File: config.mk
export PLATFORM = sky130hd
export DESIGN_NAME = p2s_frame_out
export DESIGN_NICKNAME = d
export VERILOG_FILES = /design/src/rtl/fft_pkg.sv /design/src/rtl/p2s_bank.sv /design/src/rtl/p2s_frame_out.sv
export SDC_FILE = /design/constraint.sdc
export NUM_CORES = 1
export LEC_CHECK = 0
export ABC_AREA = 1
export BUFFER_PORTS_ARGS = -buffer_cell sky130_fd_sc_hd__buf_4
export CELL_PAD_IN_SITES_DETAIL_PLACEMENT = 1
export CELL_PAD_IN_SITES_GLOBAL_PLACEMENT = 1
export CORE_ASPECT_RATIO = 0.8
export CORE_MARGIN = 10
export CORE_UTILIZATION = 40
export CTS_CLUSTER_SIZE = 10
export DETAILED_ROUTE_END_ITERATION = 10
export GPL_TIMING_DRIVEN = 0
export PLACE_DENSITY = 0.75
export SLEW_MARGIN = 20
export SYNTH_ARGS = -nofsm -noshare
export SYNTH_HDL_FRONTEND = slang
export SYNTH_SLANG_ARGS = --single-unit
File: constraint.sdc
create_clock -name clk -period 6.1 [get_ports clk]
set_input_delay 0.305 -clock clk [delete_from_list [all_inputs] [get_ports clk]]
set_output_delay 0.305 -clock clk [all_outputs]
set_load 0.02 [all_outputs]
File: src/rtl/fft_pkg.sv
// Shared definitions for the 8-point FFT datapath.
//   N_PTS / LOG2_N : frame size and index width
//   bank_st_e      : occupancy state of one frame bank
//   bitrev3()      : 3-bit index reversal used by both reorder stages
package fft_pkg;

    localparam int N_PTS  = 8;
    localparam int LOG2_N = 3;

    typedef enum logic {
        BANK_EMPTY = 1'b0,
        BANK_FULL  = 1'b1
    } bank_st_e;

    function automatic logic [LOG2_N-1:0] bitrev3(input logic [LOG2_N-1:0] idx);
        return {idx[0], idx[1], idx[2]};
    endfunction

endpackage

File: src/rtl/p2s_bank.sv
// One frame bank: N_PTS x DATA_W registers, written all at once, read by index.
//   clk   : clock
//   we    : capture wdata into all words
//   wdata : full frame, word k in wdata[k]
//   raddr : word select for rdata
//   rdata : selected word (combinational from registers)
// Contents are intentionally not reset; the occupancy flags in the top gate use.
import fft_pkg::*;

module p2s_bank #(
    parameter int DATA_W = 16
) (
    input  logic                          clk,
    input  logic                          we,
    input  logic [N_PTS-1:0][DATA_W-1:0]  wdata,
    input  logic [LOG2_N-1:0]             raddr,
    output logic [DATA_W-1:0]             rdata
);

    logic [N_PTS-1:0][DATA_W-1:0] mem;

    always_ff @(posedge clk) begin
        if (we) mem <= wdata;
    end

    assign rdata = mem[raddr];

endmodule

File: src/rtl/p2s_frame_out.sv
// FFT output stage: ping-pong capture of an 8-word parallel frame, serial
// drain over valid/ready.
//   clk, reset_n        : clock, async active-low reset
//   load_valid/ready    : parallel frame handshake, p_in0..p_in7 sampled on accept
//   s_out/valid/ready   : serial word stream, s_out is 0 when not valid
//   s_last              : marks the 8th word of a frame
//   s_index             : word position within the frame
// BITREV=1 reads the bank in bit-reversed index order.
import fft_pkg::*;

module p2s_frame_out #(
    parameter int DATA_W = 16,
    parameter bit BITREV = 1'b0
) (
    input  logic                clk,
    input  logic                reset_n,
    input  logic                load_valid,
    output logic                load_ready,
    input  logic [DATA_W-1:0]   p_in0,
    input  logic [DATA_W-1:0]   p_in1,
    input  logic [DATA_W-1:0]   p_in2,
    input  logic [DATA_W-1:0]   p_in3,
    input  logic [DATA_W-1:0]   p_in4,
    input  logic [DATA_W-1:0]   p_in5,
    input  logic [DATA_W-1:0]   p_in6,
    input  logic [DATA_W-1:0]   p_in7,
    output logic [DATA_W-1:0]   s_out,
    output logic                s_valid,
    input  logic                s_ready,
    output logic                s_last,
    output logic [LOG2_N-1:0]   s_index
);

    logic [N_PTS-1:0][DATA_W-1:0] frame;
    logic [1:0][DATA_W-1:0]       bank_rdata;
    logic [1:0]                   bank_we;
    bank_st_e                     bank_st [2];
    logic                         wr_bank;
    logic                         rd_bank;
    logic [LOG2_N-1:0]            cnt;
    logic [LOG2_N-1:0]            sel;
    logic                         load_acc;
    logic                         xfer;
    logic                         at_last;

    assign frame = {p_in7, p_in6, p_in5, p_in4, p_in3, p_in2, p_in1, p_in0};

    // Both flags come straight from registers, so s_ready never reaches load_ready.
    assign load_ready = (bank_st[wr_bank] == BANK_EMPTY);
    assign s_valid    = (bank_st[rd_bank] == BANK_FULL);
    assign load_acc   = load_valid && load_ready;
    assign xfer       = s_valid && s_ready;
    assign at_last    = (cnt == LOG2_N'(N_PTS-1));
    assign sel        = BITREV ? bitrev3(cnt) : cnt;

    generate
        for (genvar b = 0; b < 2; b++) begin : g_bank
            assign bank_we[b] = load_acc && (wr_bank == 1'(b));
            p2s_bank #(.DATA_W(DATA_W)) u_bank (
                .clk   (clk),
                .we    (bank_we[b]),
                .wdata (frame),
                .raddr (sel),
                .rdata (bank_rdata[b])
            );
        end
    endgenerate

    // A load always targets an EMPTY bank and a drain a FULL one, so a
    // simultaneous load and final transfer never touch the same bank.
    always_ff @(posedge clk or negedge reset_n) begin
        if (!reset_n) begin
            for (int b = 0; b < 2; b++) bank_st[b] <= BANK_EMPTY;
            wr_bank <= 1'b0;
            rd_bank <= 1'b0;
            cnt     <= '0;
        end else begin
            if (load_acc) begin
                bank_st[wr_bank] <= BANK_FULL;
                wr_bank          <= ~wr_bank;
            end
            if (xfer) begin
                if (at_last) begin
                    bank_st[rd_bank] <= BANK_EMPTY;
                    rd_bank          <= ~rd_bank;
                end
                cnt <= cnt + 1'b1;  // 7 wraps to 0 for the next frame
            end
        end
    end

    assign s_out   = s_valid ? bank_rdata[rd_bank] : '0;
    assign s_last  = s_valid && at_last;
    assign s_index = cnt;

endmodule
After elaboration in Yosys (flattened, before gate mapping) --
Index checks and enable logic that the tools add are counted.
Word-level totals: flip-flop bits (word level) 263, input port bits 132, bits in latches 0, RAM bits 0, memory bits (read-only) 0, memories kept 0, logic and storage cells 65
Operators by class: shift operators 0, bitwise logic cells 8, reductions and logical operators 8, add/subtract/negate cells 1, div/mod/pow operators 0, multiply operators 0, order comparisons 6, mux-type cells 20, eq/ne operators 1
Operators with widths (number):
- $bmux W16 S3 | 2
- $mux W16 | 5
- $mux W1 | 8
- $logic_and A1 B1 Y1 | 7
- $mux W2 | 3
- $ge A2 B2 Y1 const B | 2
- $lt A2 B1 Y1 const B | 2
- $lt A3 B4 Y1 const B | 1
- $not A1 Y2 | 2
- $add A3 B1 Y3 const B | 1
- $eq A3 B3 Y1 const B | 1
- $not A1 Y1 | 3
- $and A2 B2 Y2 | 1
- $demux W1 S1 | 2
- $lt A1 B2 Y1 const B | 1
- $not A2 Y2 | 1
- $or A2 B2 Y2 | 1
- $reduce_and A2 Y1 | 1

Longest topological paths before layout --
Gate-level depths: netlist of run 1.
depth in word-level cells 10, gate-level depth with buffers 9, depth with buffers taken out 7

Hierarchy --
Synthesis of run 1 repeated with hierarchy kept, for this count alone.
Unflattened totals: cells, all modules 1236, area, all modules 11927.7 um^2
By module, submodules not included:
- p2s_bank | times used 2, area each 5605.4 um^2, cells an instance 554
- p2s_frame_out | times used 1, area each 716.9 um^2, cells an instance 128

Worst setup path after synthesis of run 1 --
OpenSTA, ideal clock, no wires.
path kind register to register, start reg bank_st[1] (netlist name), end reg g_bank[0].u_bank.mem[0] (netlist name), enable pin, library setup time 0.618 ns, period minus slack after synthesis 6.667 ns, slack -0.567 ns, required time 5.482 ns, stages on the path, launching flop included 3, buffers on the path 0, data arrival time 6.049 ns, path through dfrtp_1 or2_2 nor2_1
Between the ends: word-level cells in the longest chain between the ends 6
Ends and longest elaborated chain:
- start, declared | line p2s_frame_out.sv:37 | bank_st_e bank_st [2];
- start signal, assigned by index | line p2s_frame_out.sv:79 | bank_st[wr_bank] <= BANK_FULL;
- start signal, assigned by index | line p2s_frame_out.sv:84 | bank_st[rd_bank] <= BANK_EMPTY;
- $mux W1 (not written as such) (3 in a row) | line p2s_frame_out.sv:49 | assign load_ready = (bank_st[wr_bank] == BANK_EMPTY);
- $not A1 Y1 | line p2s_frame_out.sv:49
- $logic_and A1 B1 Y1 | line p2s_frame_out.sv:51 | assign load_acc = load_valid && load_ready;
- $logic_and A1 B1 Y1 | line p2s_frame_out.sv:58 | assign bank_we[b] = load_acc && (wr_bank == 1'(b));
- via g_bank[0].u_bank.we | line p2s_bank.sv:14 | input logic we,
- end signal, assigned | line p2s_bank.sv:23 | if (we) mem <= wdata;
- end, declared | line p2s_bank.sv:20 | logic [N_PTS-1:0][DATA_W-1:0] mem;
The timed path passes the listed nets, and every way through them passes these cells. The select of a mux whose other input is x is not followed. A chain may end at the register's enable or synchronous reset.

Worst setup path in the final report of run 1 --
start reg cnt[2], in the netlist s_index[2], end out s_out[10]
Between the ends: word-level cells in the longest chain between the ends 5
Ends and longest elaborated chain:
- start, declared | line p2s_frame_out.sv:40 | logic [LOG2_N-1:0] cnt;
- start signal, assigned | line p2s_frame_out.sv:87 | cnt <= cnt + 1'b1;
- $bmux W16 S3 | line p2s_bank.sv:26 | assign rdata = mem[raddr];
- $mux W16 (not written as such) | line p2s_bank.sv:26
- $mux W16 (not written as such) * (2 in a row) | line p2s_frame_out.sv:92 | assign s_out = s_valid ? bank_rdata[rd_bank] : '0;
- $mux W16 * | line p2s_frame_out.sv:92
- end, declared | line p2s_frame_out.sv:27 | output logic [DATA_W-1:0] s_out,
Every way passes the cells marked *; elsewhere a longest branch is shown, timed or not. The select of a mux whose other input is x is not followed.

==> key figures, run 1 <==
Power
  – Cell Pwr Density: 449 mW/mm^2
  – Worst VDD drop: 0.308 mV
  – Leakage: 6.48 nW
  – Total Power: 6.79 mW

Die
  – Boundary Pins: 154
  – Initial Util: 40.7%
  – Die Wd: 206 um
  – Die area: 0.0349 mm^2
  – Die span in y: 169 um
  – Core area: 0.0273 mm^2
  – Row count: 54

STA
  – Worst Skew: 0.0112 ns
  – Final WS setup: 2.90 ns
  – Worst slew pin tran: 0.739 ns
  – RSZ-0062 raised after global routing: no
  – Final Hold Fails: 0
  – Final Setup Violations: 0
  – FMAX: 312 MHz
  – Fin crit share: 52.5%
  – Relative slew slack: 50.7%
  – Pins over their slew limit: 0
  – Final min period: 3.20 ns

Cells and area
  – Multi-input gate area: 0.00247 mm^2
  – Register area: 0.00786 mm^2
  – P&R area growth vs syn: 36.2%
  – Final core occ: 55.4%
  – Ant diodes: 0
  – Final-layout fill cell count: 2945
  – Share of post-route cells with drive strength above 1: 17.7%
  – Nets: 1497

Detailed routing
  – Via count: 9078
  – DRT antenna net count: 0
  – Avg Vias per Cell: 5.22
  – DRC Markers: 0
  – Iter 0 DRT Violations: 945
  – Wire per inst: 23.8 um
  – Initial DRT Pass Iterations: 5
  – WL final: 41400 um

Clock network
  – CTS Sinks: 263
  – Cts repair resizes: 0
  – H-Tree Depth: 1
  – CTS max path bufs: 3
  – Worst-Skew Late Latency: 0.56 ns
  – CTS clock-pin slew for the worst setup and hold paths: 0.06 ns
  – Num CTS Buffers: 30
  – Clock Tree Root: clkbuf_16
  – CTS tree: built

Placement
  – Input/output buffers: 153
  – Dpl ws: 3.63 ns
  – GPL Wtd Cong: 0.912
  – DP Wirelength: 28100 um

Global routing
  – First-pass GRT wire length: 60500 um
  – Initial antenna violation count: 0
  – Vias in the first global route: 9618
  – Gr ovfl total: 0
  – Largest net degree at the start of global routing: 27
  – GRT Total Usage: 23.3%

Synth
  – Syn Std Cell Area: 0.0111 mm^2
  – Syn Nets: 1171
  – Syn Inst Count: 1037
  – Top cell type's share of synthesized area: 69.2%
  – Flops & latches, synth: 263
  – Most area-hungry cell type in the Yosys netlist: edfxtp_1
  – Post-Syn Area per Cell: 10.7 um^2
  – Seq/Total Area, Yosys: 70.7%
  – Largest cells by area after synthesis: edfxtp_1 69%, nand2_1 13%, nand3_1 7.2%
  – Synth warn: 0
  – Yosys cell types: 20

Job
  – Max cap viols: 0

Setup path
  – Worst Setup Start Kind: register
  – Crit path DAT: 2.90 ns
  – WS Path Type: reg -> out
  – Crit. End Element: primary output
  – Crit-path max FO: 10
  – Critical Path RT: 5.79 ns

Run status
  – Outcome: completed

Min path
  – Hold crit path type: in -> async
==> layout make-up <==
type,count,share of cell area (%)
flip-flops and latches,263,52.0
repair buffers,294,17.9
plain buffers,53,1.79
clock inverters,2,0.306
well taps,364,3.01
inverters,139,3.45
multi-input cells,582,16.3
clock buffers,41,5.23
==> final timing paths <==
check	from	endpoint	slack (ns)	cells after the start
worst max-delay path	s_index[2]$_DFFE_PN0P_	s_out[10]	2.90	7
worst min-delay path	reset_n	bank_st[1]$_DFF_PN0_	0.09	2
worst max register to register	bank_st[0]$_DFF_PN0_	g_bank[1].u_bank.mem[81]$_DFFE_PP_	4.06	6
worst min register to register	bank_st[0]$_DFF_PN0_	bank_st[0]$_DFF_PN0_	0.57	2
max in group asynchronous	reset_n	rd_bank$_DFFE_PN0P_	5.88	2
min in group clk	load_valid	wr_bank$_DFFE_PN0N_	0.16	3
==> layer usage <==
metal | part of all wire (%) | vias up | global-route usage, %
li1 | - | 4048 | -
met1 | 41 | 4467 | 30.9
met2 | 47 | 483 | 38.1
met3 | 9.3 | 80 | 4.64
met4 | 2.9 | 0 | 6.30
met5 | 0 | - | 0
==> synthesized netlist by cell type (all sizes together) <==
library cell and n:
nand2 390, edfxtp 256, nand3 160, inv 138, buf 47, a21oi 16
dfrtp 7, clkbuf 6, o21ai 5, nor2 4, ha 2, o22ai 2
xor2 2, clkinv 1, or2 1
==> cell usage in the layout (no fill, tap or decap), drive strengths merged <==
master       instances
a21oi               16
buf                212
bufinv               1
clkbuf              47
clkinv               2
dfrtp                7
dlygate4sd3        129
edfxtp             256
ha                   2
inv                138
nand2              390
nand3              160
nor2                 4
o21ai                5
o22ai                2
or2                  1
xor2                 2
==> kinds of logic (layout without fill, tap and decap cells) <==
kind of cell               Yosys count  in the layout  synth area share, %
AOI/OAI and AO/OA                   23             23                 1.09
adders and majority gates            2              2                0.225
and+or+nand+nor                    555            555                 20.6
xor gates and xnor gates             2              2                0.158
buffers and inverters              192            529                 7.14
DFF                                263            263                 70.7
==> through the flow <==
stage | cells | instance area [um^2] | TNS (ns) | hold slack, ns
6_report | 1738 | 15100 | 0 | 0.0944
5_1_grt | 1738 | 15100 | 0 | 0.118
4_1_cts | 1738 | 15100 | 0 | 0.0904
3_5_place_dp | 1566 | 13000 | 0 | 0.123
3_3_place_gp | 1554 | 12700 | -67.57 | 0.123
2_1_floorplan | 1037 | 11100 | 0 | 0.00941
==> critical path: stages (launching register included) <==
cell	delay, ns
dfrtp_1	0.41
clkbuf_1	0.40
inv_1	0.22
buf_1	0.36
nand3_1	0.22
nand3_1	0.09
a21oi_1	0.39
buf_4	0.23
==> power by group <==
| group | internal [mW] | leakage (nW) | switching [mW] |
|---|---|---|---|
| registers | 2.20 | 2.40 | 0.0672 |
| logic | 0.854 | 3.68 | 2.04 |
| clock network | 0.931 | 0.404 | 0.705 |
==> what timing repair did <==
item	in CTS	in global routing
hold buffers	129	0
setup buffers	0	0
endpoints found under the hold margin	263	0
setup endpoints to repair	0	0
==> sequential cells by signal, summed over array words and instances (netlist names) <==
name,cells
s_index,3
rd_bank,1
wr_bank,1
bank_st,2
g_bank.u_bank.mem,256
(Power assumes the default switching activity.)
==> run 2: changes to the inputs <==
- PLACE_DENSITY: 0.75 -> 0.72
- clock period: 6.1 -> 3.32 ns (I/O delays scaled with it)
==> key figures, run 2 (synthesis gave the netlist of run 1 again) <==
STA
  – Final min period: 3.05 ns
  – Final Setup Violations: 0
  – FMAX: 328 MHz
  – Pins over their slew limit: 0
  – RSZ-0062 raised after global routing: no
  – Final Hold Fails: 0
  – Fin crit share: 91.7%
  – Final WS setup: 0.274 ns
  – Worst slew pin tran: 0.762 ns
  – Hold WS: 0.0639 ns
  – Relative slew slack: 49.2%
  – Worst Skew: 0.0127 ns
  – Final setup TNS: 0 ns

Detailed routing
  – Met1 wire length: 17500 um
  – Initial DRT Pass Iterations: 5
  – Wire per inst: 24.1 um
  – Iter 0 DRT Violations: 846
  – Met3 wire length: 3420 um
  – Avg Vias per Cell: 5.17
  – WL final: 41800 um
  – DRT antenna net count: 0
  – Met2 Wirelength: 19600 um
  – DRC Markers: 0
  – Via count: 8996
  – Top Metal Used: met4

Clock network
  – CTS Sinks: 263
  – H-Tree Depth: 1
  – Clock Tree Root: clkbuf_16
  – Worst-Skew Late Latency: 0.55 ns
  – Post-CTS setup buffers: 0
  – CTS tree: built
  – Num CTS Buffers: 30
  – CTS max path bufs: 3
  – CTS clock-pin slew for the worst setup and hold paths: 0.06 ns

Placement
  – DP Wirelength: 28100 um
  – Placed insts: 1565
  – Dpl ws: 0.980 ns
  – Input/output buffers: 153
  – GPL Wtd Cong: 0.915

Run status
  – Outcome: completed

Power
  – Leakage: 6.49 nW
  – Cell Pwr Density: 824 mW/mm^2
  – Worst VDD drop: 0.543 mV

Global routing
  – Gr ovfl total: 0
  – First-pass GRT wire length: 60800 um
  – Initial antenna violation count: 0
  – Vias in the first global route: 9521
  – Largest net degree at the start of global routing: 27
  – GRT Total Usage: 23.6%

Cells and area
  – Share of post-route cells with drive strength above 1: 17.7%
  – Largest Register: g_bank.u_bank.mem
  – P&R area growth vs syn: 36.3%
  – Commonest non-fill, non-tap cell in the layout: nand2_1
  – Nets: 1497
  – Most frequent cells in the layout: 390 x nand2_1, 256 x edfxtp_1, 162 x buf_4
  – Ant diodes: 0
  – Max reg flops: 256
  – Final core occ: 55.5%
  – Final cell count without fillers: 1739

Die
  – Boundary Pins: 154
  – Die span in y: 169 um
  – Core area: 0.0273 mm^2
  – Row count: 54
  – Die Wd: 206 um
  – Initial Util: 40.7%
  – Die area: 0.0349 mm^2

Setup path
  – Worst reg2reg setup slack: 1.01 ns
  – Crit-path max FO: 10
  – Crit. End Element: primary output
  – Worst Setup Start Kind: register
  – Crit path DAT: 2.88 ns
  – WS Path Type: reg -> out
  – Critical Path RT: 3.15 ns

Min path
  – Hold crit path type: in -> reg

Job
  – Max cap viols: 0
[run 2: changes by cell type in the layout (fill, tap and decap cells not counted), sizes merged]
cell / before / now
clkbuf: 47 / 49
clkinv: 2 / 1
buf: 212 / 211
dlygate4sd3: 129 / 130
[run 2: stage by stage]
stage | power, mW | cell area, um^2
after floorplan | 6.88 | 11100
after global placement | 9.05 | 12700
after detailed placement | 9.24 | 13000
after CTS | 12.4 | 15200
after global routing | 13.0 | 15200
final | 12.5 | 15200
[run 2: path summary, 6_finish.rpt]
kind	cells after the start	start	to
worst min register to register	2	bank_st[0]$_DFF_PN0_	bank_st[0]$_DFF_PN0_
worst max register to register	5	bank_st[1]$_DFF_PN0_	g_bank[0].u_bank.mem[54]$_DFFE_PP_
worst max-delay path	7	s_index[2]$_DFFE_PN0P_	s_out[5]
min in group asynchronous	3	reset_n	bank_st[0]$_DFF_PN0_
worst min-delay path	4	s_ready	s_index[0]$_DFFE_PN0P_
max in group asynchronous	3	reset_n	s_index[1]$_DFFE_PN0P_
[run 2: repair_timing]
item,CTS,global route
resized for setup,0,0
hold buffers,130,0
endpoints found under the hold margin,263,0
endpoints found under the setup margin,0,0
[run 2: power by group]
| group | leakage [nW] | internal (mW) | switching, mW | total [mW] |
|---|---|---|---|---|
| Combinational | 3.67 | 1.56 | 3.74 | 5.30 |
| Sequential | 2.40 | 4.04 | 0.124 | 4.16 |
| Clock | 0.416 | 1.78 | 1.26 | 3.03 |
| Total | 6.49 | 7.37 | 5.12 | 12.5 |
[run 2: cell type report]
class | count | area, um^2
Tap cell | 364 | 455
Clock inverter | 1 | 30.0
Inverter | 139 | 522
Fill cell | 2943 | 12100
Multi-Input combinational cell | 582 | 2470
Buffer | 53 | 272
Clock buffer | 43 | 831
Sequential cell | 263 | 7860
Timing Repair Buffer | 294 | 2710
[run 2: per-layer routing]
metal  vias to the layer above  GRT usage (%)
met4                         0           6.87
li1                       4043              -
met3                        73           4.79
met2                       418           38.2
met1                      4462           31.4
met5                         -              0
[run 2: critical path, cell delays in order (launching register included)]
cell,delay [ns]
dfrtp_1,0.42
clkbuf_1,0.43
inv_1,0.23
buf_1,0.36
nand3_1,0.23
nand3_1,0.10
a21oi_1,0.33
buf_4,0.22
